## src/rtl/simple_uart_frame_pkg.sv

```systemverilog
// Shared types and helpers for the UART frame decoder.
// State encoding, default sync byte and LEN counter width function.
package simple_uart_frame_pkg;

    typedef enum logic [2:0] {
        ST_HUNT,
        ST_LEN,
        ST_PAYLOAD,
        ST_CHECK,
        ST_DRAIN
    } state_t;

    localparam logic [7:0] DEF_SYNC_BYTE = 8'hA5;

    function automatic int len_width(input int max_len);
        return $clog2(max_len + 1);
    endfunction

endpackage

```

## src/rtl/simple_uart_frame_buf.sv

```systemverilog
// Payload buffer: DEPTH x 8 register file, one synchronous write
// port (i_we/i_waddr/i_wdata), one combinational read port (i_raddr/o_rdata).
module simple_uart_frame_buf #(
    parameter int DEPTH = 16,
    parameter int AW    = 4
) (
    input  logic          i_clk,
    input  logic          i_we,
    input  logic [AW-1:0] i_waddr,
    input  logic [7:0]    i_wdata,
    input  logic [AW-1:0] i_raddr,
    output logic [7:0]    o_rdata
);

    // Rounded up to a power of two so every address is in range.
    logic [7:0] r_mem [2**AW];

    // Contents are never cleared; only the framer's idx/len matter.
    always_ff @(posedge i_clk) begin
        if (i_we) begin
            r_mem[i_waddr] <= i_wdata;
        end
    end

    assign o_rdata = r_mem[i_raddr];

endmodule

```

## src/rtl/simple_uart_rx_framer.sv

```systemverilog
// Sync/length/checksum frame decoder behind a UART receiver.
// In: rx_value/rx_value_ready, m_ready. Out: m_data/m_valid/m_last + pulses.
module simple_uart_rx_framer
    import simple_uart_frame_pkg::*;
#(
    parameter logic [7:0] SYNC_BYTE      = DEF_SYNC_BYTE,
    parameter int         MAX_LEN        = 16,
    parameter int         TIMEOUT_CYCLES = 500_000
) (
    input  logic       clock,
    input  logic       arst_n,
    input  logic [7:0] rx_value,
    input  logic       rx_value_ready,
    output logic [7:0] m_data,
    output logic       m_valid,
    input  logic       m_ready,
    output logic       m_last,
    output logic       frame_ok,
    output logic       len_err,
    output logic       chk_err,
    output logic       timeout_err,
    output logic       overrun_err
);

    localparam int LW = len_width(MAX_LEN);
    localparam int AW = (MAX_LEN > 1) ? $clog2(MAX_LEN) : 1;
    localparam int TW = $clog2(TIMEOUT_CYCLES);

    state_t        r_state;
    logic [LW-1:0] r_len;
    logic [LW-1:0] r_idx;
    logic [7:0]    r_sum;
    logic [TW-1:0] r_tmo;
    logic [7:0]    r_m_data;
    logic          r_m_valid;
    logic          r_m_last;
    logic          r_frame_ok;
    logic          r_len_err;
    logic          r_chk_err;
    logic          r_timeout_err;
    logic          r_overrun_err;

    logic          w_we;
    logic [AW-1:0] w_waddr;
    logic [AW-1:0] w_raddr;
    logic [7:0]    w_rdata;
    logic [7:0]    w_sum_next;
    logic          w_tmo_hit;
    logic          w_in_frame;
    logic          w_hs;

    assign w_in_frame = (r_state == ST_LEN) || (r_state == ST_PAYLOAD)
                     || (r_state == ST_CHECK);
    // A byte arriving in the terminal cycle wins over the timeout.
    assign w_tmo_hit  = w_in_frame && !rx_value_ready
                     && (r_tmo == TW'(TIMEOUT_CYCLES - 1));
    assign w_sum_next = r_sum + rx_value;
    assign w_hs       = r_m_valid && m_ready;
    assign w_we       = (r_state == ST_PAYLOAD) && rx_value_ready;
    assign w_waddr    = AW'(r_idx);
    // Look one entry ahead: m_data is loaded with the next byte on each
    // handshake, and with entry 0 when the checksum byte is accepted.
    assign w_raddr    = (r_state == ST_DRAIN) ? AW'(r_idx) + AW'(1) : '0;

    simple_uart_frame_buf #(
        .DEPTH (MAX_LEN),
        .AW    (AW)
    ) u_buf (
        .i_clk   (clock),
        .i_we    (w_we),
        .i_waddr (w_waddr),
        .i_wdata (rx_value),
        .i_raddr (w_raddr),
        .o_rdata (w_rdata)
    );

    always_ff @(posedge clock or negedge arst_n) begin
        if (!arst_n) begin
            r_state       <= ST_HUNT;
            r_len         <= '0;
            r_idx         <= '0;
            r_sum         <= '0;
            r_tmo         <= '0;
            r_m_data      <= '0;
            r_m_valid     <= 1'b0;
            r_m_last      <= 1'b0;
            r_frame_ok    <= 1'b0;
            r_len_err     <= 1'b0;
            r_chk_err     <= 1'b0;
            r_timeout_err <= 1'b0;
            r_overrun_err <= 1'b0;
        end else begin
            r_frame_ok    <= 1'b0;
            r_len_err     <= 1'b0;
            r_chk_err     <= 1'b0;
            r_timeout_err <= 1'b0;
            r_overrun_err <= 1'b0;

            if (w_in_frame && !rx_value_ready) begin
                r_tmo <= r_tmo + TW'(1);
            end else begin
                r_tmo <= '0;
            end

            if (w_tmo_hit) begin
                r_timeout_err <= 1'b1;
                r_state       <= ST_HUNT;
                r_tmo         <= '0;
            end else begin
                unique case (r_state)
                    ST_HUNT: begin
                        if (rx_value_ready && rx_value == SYNC_BYTE) begin
                            r_state <= ST_LEN;
                        end
                    end
                    ST_LEN: begin
                        if (rx_value_ready) begin
                            if (rx_value == 8'd0 || int'(rx_value) > MAX_LEN) begin
                                r_len_err <= 1'b1;
                                r_state   <= ST_HUNT;
                            end else begin
                                r_len   <= LW'(rx_value);
                                r_sum   <= rx_value;
                                r_idx   <= '0;
                                r_state <= ST_PAYLOAD;
                            end
                        end
                    end
                    ST_PAYLOAD: begin
                        if (rx_value_ready) begin
                            r_sum <= w_sum_next;
                            r_idx <= r_idx + LW'(1);
                            if (r_idx == r_len - LW'(1)) begin
                                r_state <= ST_CHECK;
                            end
                        end
                    end
                    ST_CHECK: begin
                        if (rx_value_ready) begin
                            if (w_sum_next == 8'd0) begin
                                r_frame_ok <= 1'b1;
                                r_idx      <= '0;
                                r_m_valid  <= 1'b1;
                                r_m_data   <= w_rdata;
                                r_m_last   <= (r_len == LW'(1));
                                r_state    <= ST_DRAIN;
                            end else begin
                                r_chk_err <= 1'b1;
                                r_state   <= ST_HUNT;
                            end
                        end
                    end
                    ST_DRAIN: begin
                        // Nothing is parsed while draining.
                        r_overrun_err <= rx_value_ready;
                        if (w_hs) begin
                            if (r_m_last) begin
                                r_m_valid <= 1'b0;
                                r_m_last  <= 1'b0;
                                r_state   <= ST_HUNT;
                            end else begin
                                r_idx    <= r_idx + LW'(1);
                                r_m_data <= w_rdata;
                                r_m_last <= (r_idx + LW'(2) == r_len);
                            end
                        end
                    end
                    default: r_state <= ST_HUNT;
                endcase
            end
        end
    end

    assign m_data      = r_m_data;
    assign m_valid     = r_m_valid;
    assign m_last      = r_m_last;
    assign frame_ok    = r_frame_ok;
    assign len_err     = r_len_err;
    assign chk_err     = r_chk_err;
    assign timeout_err = r_timeout_err;
    assign overrun_err = r_overrun_err;

endmodule

```

## config.mk

```make
export PLATFORM = sky130hd
export DESIGN_NAME = simple_uart_rx_framer
export DESIGN_NICKNAME = d
export VERILOG_FILES = /design/src/rtl/simple_uart_frame_pkg.sv /design/src/rtl/simple_uart_frame_buf.sv /design/src/rtl/simple_uart_rx_framer.sv
export SDC_FILE = /design/constraint.sdc
export NUM_CORES = 1
export LEC_CHECK = 0
export ABC_CLOCK_PERIOD_IN_PS = 4050
export CORE_ASPECT_RATIO = 1.1
export CORE_MARGIN = 4
export CORE_UTILIZATION = 61
export CTS_CLUSTER_DIAMETER = 200
export DETAILED_ROUTE_END_ITERATION = 7
export PLACE_DENSITY = 0.83
export SETUP_SLACK_MARGIN = 0.15
export SLEW_MARGIN = 15
export SYNTH_ARGS = -nofsm -noshare
export SYNTH_HDL_FRONTEND = slang
export SYNTH_SLANG_ARGS = --single-unit
```

## constraint.sdc

```tcl
create_clock -name clock -period 4.05 [get_ports clock]
set_clock_uncertainty 0.1 [all_clocks]
set_input_delay 0.81 -clock clock [delete_from_list [all_inputs] [get_ports clock]]
set_output_delay 0.81 -clock clock [all_outputs]
set_load 0.02 [all_outputs]
```

-- Word level (Yosys, flattened, before mapping)
Memories as Yosys holds them, arrays and structs flattened.
Cells that the tools add are included.
- logic and storage cells: 127
- RAM bits: 128
- register bits after elaboration: 55
- memories: 1
- output and inout bits: 15
- reduce and logical (&&, ||, !) cells: 22
- add/subtract/negate cells: 6
- bitwise logic cells: 2
- $lt $le $gt $ge: 1
- mux-type cells: 58
- eq/ne operators: 24
- memories (name ; depth ; bits a word ; rd ports ; clocked after memory_dff ; wr ports ; line ; source):
    u_buf.r_mem ; 16 ; 8 ; 1 ; 0 ; 1 ; simple_uart_frame_buf.sv:16 ; logic [7:0] r_mem [2**AW];
- operators by type and width (cell ; count):
    $mux 8 ; 7
    $mux 19 ; 2
    $mux 5 ; 7
    $pmux 8 s2 ; 2
    $mux 3 ; 9
    $mux 1 ; 25
    $pmux 5 s4 ; 1
    $add 19x1->19 const B ; 1
    $eq 19x19->1 const B ; 1
    $ne 3x3->1 const B ; 6
    $logic_not 8->1 ; 2
    $pmux 3 s5 ; 1
    $ne 2x2->1 const B ; 7
    $reduce_and 6->1 ; 2
    $eq 5x5->1 ; 2
    $reduce_and 5->1 ; 2
    $reduce_and 9->1 ; 1
    $add 8x8->8 ; 1
    $eq 8x8->1 const B ; 1
    $gt 8x5->1 const B ; 1
    $reduce_and 7->1 ; 1
    $eq 3x2->1 const B ; 2
    $add 5x1->5 const B ; 1
    $add 5x2->5 const B ; 1
    18 further kinds ; 27

-- Logic depth before layout (Yosys ltp)
Gate-level depths: netlist (run 1).
- depth in word-level cells: 7
- gate-level depth with buffers: 13
- mapped depth without buffers: 10

-- Modules after synthesis
A second synthesis (run 1) with hierarchy kept.
- cells, all modules: 607
- area total of the unflattened synthesis: 8463.1 sq um
- modules (own cells, without submodules) (module ; times used ; sequential area each (sq um) ; cells each ; area an instance (sq um)):
    simple_uart_frame_buf ; 1 ; 3843.7 ; 221 ; 4987.3
    simple_uart_rx_framer ; 1 ; 1376.3 ; 386 ; 3475.8

-- Worst setup path before layout (run 1)
No wires, ideal clock.
- path type: input to register
- from: input port rx_value[0]
- to: register r_m_data[0], in the netlist m_data[0]
- slack: 0.827 ns
- path buffers: 0
- data arrival time: 2.998 ns
- stages: 10
- cells stage by stage: ha_1 -> inv_1 -> fa_1 -> nand2b_1 -> a21o_1 -> a311oi_1 -> and2_4 -> nand3_4 -> o21ai_4 -> mux2_4
- word-level cells in the longest chain between the ends: 4
- RTL lines (item ; line ; source):
    start: declaration ; simple_uart_rx_framer.sv:12 ; input logic [7:0] rx_value,
    $add 8x8->8 ; simple_uart_rx_framer.sv:57 ; assign w_sum_next = r_sum + rx_value;
    $logic_not 8->1 ; simple_uart_rx_framer.sv:140 ; if (w_sum_next == 8'd0) begin
    $ne 2x1->1 (no source line) ; n/a ;
    $reduce_and 6->1 (no source line) ; n/a ;
    end signal: assignment ; simple_uart_rx_framer.sv:144 ; r_m_data <= w_rdata;
    end signal: assignment ; simple_uart_rx_framer.sv:163 ; r_m_data <= w_rdata;
    end: declaration ; simple_uart_rx_framer.sv:34 ; logic [7:0] r_m_data;
No other way between the ends.
A chain may end at the register's enable or synchronous reset.

-- Worst setup path in the final report (run 1)
- from: input port rx_value[0]
- to: register r_m_data[2], in the netlist m_data[2]
The elaborated chain is that of the path after synthesis.

==> summary.txt, run 1 <==
Power and ir drop
  – Max IR drop VDD: 308.8 uV
  – Power after layout: 5838 uW
  – Leakage: 0.003554 uW
  – PD cells: 603.7 nW/um^2

Logic synthesis
  – Syn Nets: 736
  – Synth Instances: 708
  – Seq/Total Area, Yosys: 61.13%
  – Xor and xnor area share after synthesis: 3.487%
  – Main area contributors after synthesis: edfxtp_1, dfrtp_1, nand2_1
  – Count leader, synth: edfxtp_1
  – Complex-gate fraction of the synthesized area: 10.11%
  – Post-synthesis async set-or-reset flop share: 30.05%
  – Simple-gate share of the synthesized area: 16.04%
  – Adder-Cell Fraction of Synth Area: 2.432%
  – Post-synth EDFFs: 128
  – Mux cell area share after synthesis: 4.059%
  – Yosys cell types: 73
  – Synthesized area: 8539 um^2
  – Syn avg cell area: 12.06 um^2
  – Yosys Warn Count: 0
  – Area leader, netlist: edfxtp_1
  – Synthesized flop and latch total: 183
  – Share of Yosys cell area claimed by the top area cell type: 45.01%
  – Top post-synthesis cells by count: edfxtp_1, nand2_1, dfrtp_1
  – Main combinational cell family by area after synthesis: simple AND/OR/NAND/NOR gates
  – Post-synth top flop: edfxtp_1

Critical path
  – Buf/Inv on CP: 2
  – Worst setup EP type: register
  – Crit path cell chain: clkdlybuf4s50_1 > ha_1 > inv_1 > fa_1 > nand2b_1 > a21o_1 > a311oi_1 > and2_4 > nand3_4 > o21ai_4 > mux2_4
  – Worst Setup Path Type: input port to register
  – Max incr delay on CP: 0.53 ns
  – Critical path startpoint category: input port
  – Critical path data arrival time: 3.95 ns
  – CP max FO: 8
  – CP top delay family: compound AO/OA/AOI/OAI gates
  – Slowest-stage cell, CP: clkdlybuf4s50_1
  – WP data required: 4.27 ns

Clocking
  – Post-CTS Hold Buffers: 0
  – CTS H-tree lvls: 4
  – Root Buffer: clkbuf_16
  – Post-CTS setup buffers: 0
  – CTS tree: done
  – Max Buffers Root-to-Sink: 2
  – CTS buffer count: 17
  – PostCTS Resize Cnt: 0
  – CTS clk-pin slew, worst paths: 0.07 ns
  – Worst-Skew Late Latency: 0.44 ns
  – Clk sink count: 183

GRT
  – Overflow after GRT: 0
  – GRT Util Overall: 25.93%
  – Initial antenna violation count: 0
  – Vias in the first global route: 5810
  – Largest net degree at the start of global routing: 33
  – Global-route wire length before repair: 31510 um

Layout
  – # fillers: 922
  – Final nets: 768
  – Finished Cell Area: 9671 um^2
  – Seq. cell area: 5220 um^2
  – Ant diodes: 0
  – Post-route insts no fill: 941
  – Layout cell share with drive strength beyond 1: 11.69%
  – Multi-input gate area: 3124 um^2
  – Area delta synth->final: 13.25%

Place
  – Pre-CTS setup slack: -0.02222 ns
  – Buffers on Ports: 26
  – Hpwl dp: 13000 um
  – Placer Congestion: 0.9359
  – DP Cell Count: 909
  – Post-Place Cell Area: 9060 um^2

Timing
  – Worst Max-Slew Pin Slew: 0.9138 ns
  – Hold Fails Final Rpt: 0
  – Final setup fails: 0
  – Fmax: 268.6 MHz
  – Worst slew margin: 38.78%
  – PnR worst setup slack: 0.3274 ns
  – Final period util: 91.92%
  – Final min period: 3.723 ns
  – RSZ-0062 raised after global routing: false
  – Max Transition Viols Final: 0

Floorplanning
  – Core area: 13740 um^2
  – Die H: 132.1 um
  – Die Wd: 120.8 um
  – Initial Util: 62.16%
  – Core Rows: 45
  – Top Ports: 27
  – Die area: 15960 um^2

Run status
  – Status: finished, final reports clean

Routing
  – Routed vias/inst: 6.285
  – Pre-antenna DRT Iters: 6
  – DR iter-0 viols: 624
  – Drc violations: 0
  – Final antenna-violating net count: 0
  – Vias after detailed routing: 5914
  – Routed wire length: 19800 um
  – DR WL/cell: 21.04 um

Min path
  – HP Class: input port to asynchronous set/reset pin

Job
  – Max-Cap Viols: 0
registers in the layout, indices dropped and copies added, names as in the netlist:
register / flops
m_valid: 1
overrun_err: 1
r_state: 3
u_buf.r_mem: 128
len_err: 1
timeout_err: 1
m_last: 1
r_len: 5
r_sum: 8
frame_ok: 1
chk_err: 1
r_idx: 5
r_tmo: 19
m_data: 8
layer usage:
metal / up-vias / wire length [um] / track usage, %
met2: 334 / 9610 / 41.07
met1: 2830 / 7493 / 33.63
met3: 75 / 1724 / 5.622
met4: 0 / 966 / 13.79
li1: 2675 / - / -
met5: - / 0 / 0
through the flow:
step	utilization (%)	TNS, ns	hold WS, ns
2_1_floorplan	-	0	0.3526
3_3_place_gp	65.95	0	0.3677
3_5_place_dp	65.95	-0.1318	0.3742
4_1_cts	70.39	0	0.3437
5_1_grt	70.39	0	0.3706
6_report	70.39	0	0.3263
placed cells by master, fill, tap and decap left out, types with 13 or more instances in the layout:
cell type	netlist	final
inv_1	16	16
clkbuf_16	0	17
or3_1	14	14
edfxtp_1	128	128
and3_1	16	16
ha_1	15	15
mux2i_1	17	17
xnor2_1	14	13
and2_1	17	17
nand2_1	103	103
xor2_1	20	19
o21ai_0	21	21
a31oi_1	13	13
buf_4	4	22
dfrtp_1	55	55
nor2_1	48	48
clkdlybuf4s50_1	0	25
a21oi_1	22	22
nand3_1	28	28
worst paths after layout:
path / startpoint / endpoint / slack, ns / cells after the start
hold / removal: arst_n / m_data[2] / 0.33 / 1
min in group clock: r_sum[0] / r_sum[0] / 0.39 / 2
setup / recovery: rx_value[0] / m_data[2] / 0.33 / 11
hold reg to reg: r_sum[0] / r_sum[0] / 0.39 / 2
setup reg to reg: r_idx[0] / m_data[4] / 0.76 / 9
max in group asynchronous: arst_n / r_idx[1] / 2.67 / 2
area by class of cell:
class	instances	share of cell area [%]
clock inverters	13	1.734
well taps	188	2.432
repair buffers	48	4.347
flip-flops and latches	183	53.98
multi-input cells	474	32.31
clock buffers	19	4.580
inverters	16	0.6210
logic make-up after synthesis:
| group | Yosys count |
|---|---|
| muxes | 30 |
| adders and majority gates | 16 |
| xor gates and xnor gates | 34 |
| AOI/OAI and AO/OA | 122 |
| and+or+nand+nor | 272 |
| buffers and inverters | 51 |
| DFF | 183 |
where the power goes:
| part | leakage (uW) | internal [uW] | switching, uW | total [uW] |
|---|---|---|---|---|
| Sequential | 0.00189 | 2210 | 178 | 2380 |
| Clock | 0.000294 | 992 | 708 | 1700 |
| Combinational | 0.00136 | 644 | 1110 | 1750 |
Power figures use the tool's default switching activity.
==> run 2: changes to the inputs <==
- CORE_MARGIN: 4 -> 2
==> summary.txt, run 2 (synthesized netlist as in run 1, its figures left out) <==
Layout
  – Finished Cell Area: 9587 um^2
  – Final nets: 764
  – Area delta synth->final: 12.26%
  – Ant diodes: 0
  – Most frequent cells in the layout: edfxtp_1, nand2_1, dfrtp_1
  – # fillers: 979
  – Multi-input gate area: 3124 um^2
  – Biggest register: u_buf.r_mem
  – Layout cell share with drive strength beyond 1: 11.08%
  – Biggest regs: u_buf.r_mem x128, r_tmo x19
  – Seq. cell area: 5220 um^2
  – Fin util: 69.78%
  – Commonest non-fill, non-tap cell in the layout: edfxtp_1
  – Largest register FFs: 128

Critical path
  – Reg-to-Reg End: m_data[0]
  – Critical path data arrival time: 3.94 ns
  – R2R cell count: 9
  – R2r setup slk: 0.76 ns
  – Worst setup EP type: register
  – Worst Setup Path Type: input port to register
  – Critical path startpoint category: input port
  – WP data required: 4.26 ns
  – Reg2reg start: r_idx[1]
  – CP max FO: 8

Timing
  – Final setup fails: 0
  – Worst Max-Slew Pin Slew: 1.022 ns
  – Final period util: 92.04%
  – Worst slew margin: 31.63%
  – Final min period: 3.727 ns
  – RSZ-0062 raised after global routing: false
  – Fmax: 268.3 MHz
  – Max Transition Viols Final: 0
  – Hold Fails Final Rpt: 0

GRT
  – Largest net degree at the start of global routing: 48
  – Initial antenna violation count: 0
  – Global-route wire length before repair: 30550 um
  – GRT Util Overall: 27.37%
  – Overflow after GRT: 0
  – Vias in the first global route: 5833

Clocking
  – Clk sink count: 183
  – PostCTS Resize Cnt: 0
  – CTS buffer count: 17
  – Root Buffer: clkbuf_16
  – CTS clk-pin slew, worst paths: 0.07 ns
  – Worst-Skew Late Latency: 0.43 ns
  – CTS H-tree lvls: 4
  – Max Buffers Root-to-Sink: 2
  – Post-CTS setup buffers: 0
  – Post-CTS Hold Buffers: 0
  – CTS tree: done

Power and ir drop
  – Max IR drop VDD: 284.8 uV
  – PD cells: 589.2 nW/um^2
  – Leakage: 0.003497 uW

Routing
  – Final antenna-violating net count: 0
  – Vias after detailed routing: 5809
  – DR WL/cell: 20.42 um
  – DR iter-0 viols: 624
  – Routed wire length: 19140 um
  – Drc violations: 0
  – Routed vias/inst: 6.200
  – Pre-antenna DRT Iters: 5

Floorplanning
  – Die area: 14960 um^2
  – Die Wd: 116.8 um
  – Top Ports: 27
  – Core area: 13740 um^2
  – Die H: 128.1 um
  – Initial Util: 62.16%
  – Core Rows: 45

Run status
  – Status: finished, final reports clean

Job
  – Max-Cap Viols: 0

Place
  – Placer Congestion: 0.9028
  – Post-Place Cell Area: 9030 um^2
  – Buffers on Ports: 26
  – Hpwl dp: 12520 um

Min path
  – HP Class: input port to asynchronous set/reset pin
[run 2: critical path, cell delays in order]
cell	delay, ns
clkdlybuf4s50_1	0.57
ha_1	0.22
inv_1	0.06
fa_1	0.39
nand2b_1	0.20
a21o_1	0.17
a311oi_1	0.40
and2_4	0.23
nand3_4	0.12
o21ai_4	0.42
mux2_4	0.34
[run 2: layout make-up]
| type | instances | area share [%] |
|---|---|---|
| repair buffers | 44 | 4.098 |
| inverters | 16 | 0.6265 |
| multi-input cells | 474 | 32.59 |
| clock buffers | 18 | 4.477 |
| flip-flops and latches | 183 | 54.45 |
| well taps | 188 | 2.454 |
| clock inverters | 14 | 1.305 |
[run 2: through the flow]
step	TNS (ns)	worst slack [ns]	std cells	hold slack [ns]	total power (uW)
after floorplan	0	0.8272	708	0.3526	3614
after global placement	0	0.07325	905	0.3682	4028
after detailed placement	-0.2952	-0.04070	905	0.3801	4087
after CTS	0	0.4046	937	0.3903	5633
after global routing	0	0.2437	937	0.3424	5909
final	0	0.3226	937	0.2934	5649
[run 2: routing by layer]
metal	GRT usage, %	vias up	share of wire, %
met1	35.63	2804	39
met3	5.674	54	7.7
met4	10.80	0	3.3
met5	0	-	0
met2	45.12	286	50
li1	-	2665	-
[run 2: power breakdown]
part | total (uW) | internal [uW] | switching (uW)
registers | 2360 | 2210 | 149
clock network | 1550 | 849 | 705
logic | 1740 | 631 | 1110
[run 2: worst max-delay path by stage]
| stage | start | to | slack (ns) | cells past startpoint |
|---|---|---|---|---|
| after floorplan | rx_value[0] | m_data[0] | 0.83 | 10 |
| after global placement | rx_value[0] | m_data[7] | 0.07 | 11 |
| after detailed placement | rx_value[0] | m_data[1] | -0.04 | 11 |
| after CTS | rx_value[0] | m_data[1] | 0.40 | 11 |
| after global routing | rx_value[0] | m_data[1] | 0.24 | 11 |
| final | rx_value[0] | m_data[1] | 0.32 | 11 |
==> run 3: changes to the inputs <==
- CORE_MARGIN: 2 -> 4
- RECOVER_POWER: default -> 25
- REMOVE_ABC_BUFFERS: default -> 1
==> summary.txt, run 3 (synthesized netlist as in run 1, its figures left out) <==
Run status
  – Status: finished, violations left
  – Failing checks: capacitance limit, slew limit

Place
  – Post-Place Cell Area: 9030 um^2
  – Hpwl dp: 12580 um
  – Placer Congestion: 0.9171
  – Buffers on Ports: 26

Clocking
  – CTS H-tree lvls: 4
  – Clk sink count: 183
  – CTS tree: done
  – Post-CTS setup buffers: 0
  – Max Buffers Root-to-Sink: 2
  – CTS buffer count: 17
  – Root Buffer: clkbuf_16
  – PostCTS Resize Cnt: 0
  – Post-CTS Hold Buffers: 0
  – Worst-Skew Late Latency: 0.43 ns
  – CTS clk-pin slew, worst paths: 0.06 ns

Layout
  – Largest register FFs: 128
  – Biggest register: u_buf.r_mem
  – Final nets: 764
  – Commonest non-fill, non-tap cell in the layout: edfxtp_1
  – Finished Cell Area: 9579 um^2
  – Most frequent cells in the layout: edfxtp_1, nand2_1, dfrtp_1
  – Biggest regs: u_buf.r_mem x128, r_tmo x19
  – Layout cell share with drive strength beyond 1: 10.01%
  – Ant diodes: 0
  – Area delta synth->final: 12.18%

Critical path
  – Critical path data arrival time: 3.82 ns
  – Slowest-stage cell, CP: clkdlybuf4s50_1
  – Crit path cell chain: clkdlybuf4s50_1 > ha_1 > inv_1 > fa_1 > nand2b_1 > a21o_1 > a311oi_1 > and2_4 > nand3_4 > o21ai_4 > mux2_4
  – Critical path startpoint category: input port
  – Max incr delay on CP: 0.53 ns
  – CP max FO: 8
  – WP data required: 4.26 ns
  – Worst Setup Path Type: input port to register
  – Worst setup EP type: register

Timing
  – Worst Max-Slew Pin Slew: 1.742 ns
  – Worst slew margin: -16.16%
  – Fmax: 277.3 MHz
  – Max Transition Viols Final: 33
  – Final setup fails: 0
  – Hold Fails Final Rpt: 0
  – RSZ-0062 raised after global routing: false
  – Final hold slack: 0.3896 ns
  – Final min period: 3.606 ns
  – Final period util: 89.04%

GRT
  – Global-route wire length before repair: 31090 um
  – Vias in the first global route: 5820
  – GRT Util Overall: 25.48%
  – Largest net degree at the start of global routing: 34
  – Initial antenna violation count: 0
  – Overflow after GRT: 0

Power and ir drop
  – PD cells: 593.6 nW/um^2
  – Power after layout: 5686 uW
  – Flop pwr share: 41.5%
  – Net Sw Frac: 34.29%
  – Max IR drop VDD: 339.1 uV
  – Psw: 1950 uW
  – Leakage: 0.003490 uW
  – Int Power: 3736 uW
  – Comb pwr share: 30.6%
  – Clk network pwr share: 27.9%

Routing
  – Routed vias/inst: 6.204
  – Drc violations: 0
  – DR iter-0 viols: 719
  – Pre-antenna DRT Iters: 8
  – Final antenna-violating net count: 0
  – Vias after detailed routing: 5813
  – Routed wire length: 19360 um
  – DR WL/cell: 20.66 um

Min path
  – HP Class: register to register

Floorplanning
  – Initial Util: 62.16%
  – Die Wd: 120.8 um
  – Core area: 13740 um^2
  – Die area: 15960 um^2
  – Core Rows: 45
  – Top Ports: 27
  – Die H: 132.1 um

Job
  – Max-Cap Viols: 1
run 3: cell count changes in the layout (fill, tap and decap cells not counted):
cell	before	now
bufinv_16	1	2
clkinv_4	2	1
clkinv_1	1	5
clkinv_2	2	1
clkbuf_1	1	5
buf_4	19	15
clkinvlp_4	4	3
clkdlybuf4s50_1	25	21
clkinvlp_2	1	0
inv_8	1	0
dlygate4sd3_1	0	4
run 3: path summary, 6_finish.rpt:
| path | from | slack (ns) | end | cells after the start |
|---|---|---|---|---|
| worst min-delay path | r_sum[4] | 0.39 | r_sum[4] | 2 |
| worst max-delay path | rx_value[0] | 0.44 | m_data[7] | 11 |
| min in group asynchronous | arst_n | 0.58 | r_tmo[11] | 1 |
| worst max register to register | r_idx[1] | 0.79 | m_data[7] | 9 |
| worst min register to register | r_sum[4] | 0.39 | r_sum[4] | 2 |
| max in group asynchronous | arst_n | 1.01 | r_sum[5] | 2 |
run 3: critical path: cells and delay by family:
kind	cells	cell delay [ns]
AO/OA/AOI/OAI	3	0.91
adder cells (fa/ha/maj)	2	0.61
buffers and inverters	2	0.60
multiplexers	1	0.34
AND/OR/NAND/NOR	3	0.55
run 3: metrics by stage:
step / util (%) / setup slack, ns / setup TNS (ns) / instances
6_report: 69.73 / 0.4439 / 0 / 937
5_1_grt: 69.73 / 0.2745 / 0 / 937
4_1_cts: 69.82 / 0.4327 / 0 / 937
3_5_place_dp: 65.73 / -0.01360 / -0.09530 / 905
3_3_place_gp: 65.73 / 0.07242 / 0 / 905
2_1_floorplan: - / -1.313 / -8.928 / 673
run 3: power groups by stage:
stage / registers (uW) / logic (uW) / clock network, uW
2_1_floorplan: 2380 / 1170 / 0
3_3_place_gp: 2380 / 1630 / 0
3_5_place_dp: 2390 / 1710 / 0
4_1_cts: 2360 / 1730 / 1590
5_1_grt: 2380 / 1920 / 1690
6_report: 2360 / 1740 / 1590
run 3: final cells by class:
type	instances	area [um^2]
Fill cell	984	4159
Clock inverter	14	132.6
Clock buffer	18	429.2
Timing Repair Buffer	44	377.9
Inverter	16	60.06
Multi-Input combinational cell	474	3124
Sequential cell	183	5220
Tap cell	188	235.2
run 3: per-layer routing:
layer / vias up / global-route usage (%) / part of all wire (%)
met4: 0 / 8.879 / 2.1
met2: 293 / 42.65 / 52
met5: - / 0 / 0
met3: 35 / 4.936 / 7.7
li1: 2667 / - / -
met1: 2818 / 33.47 / 38
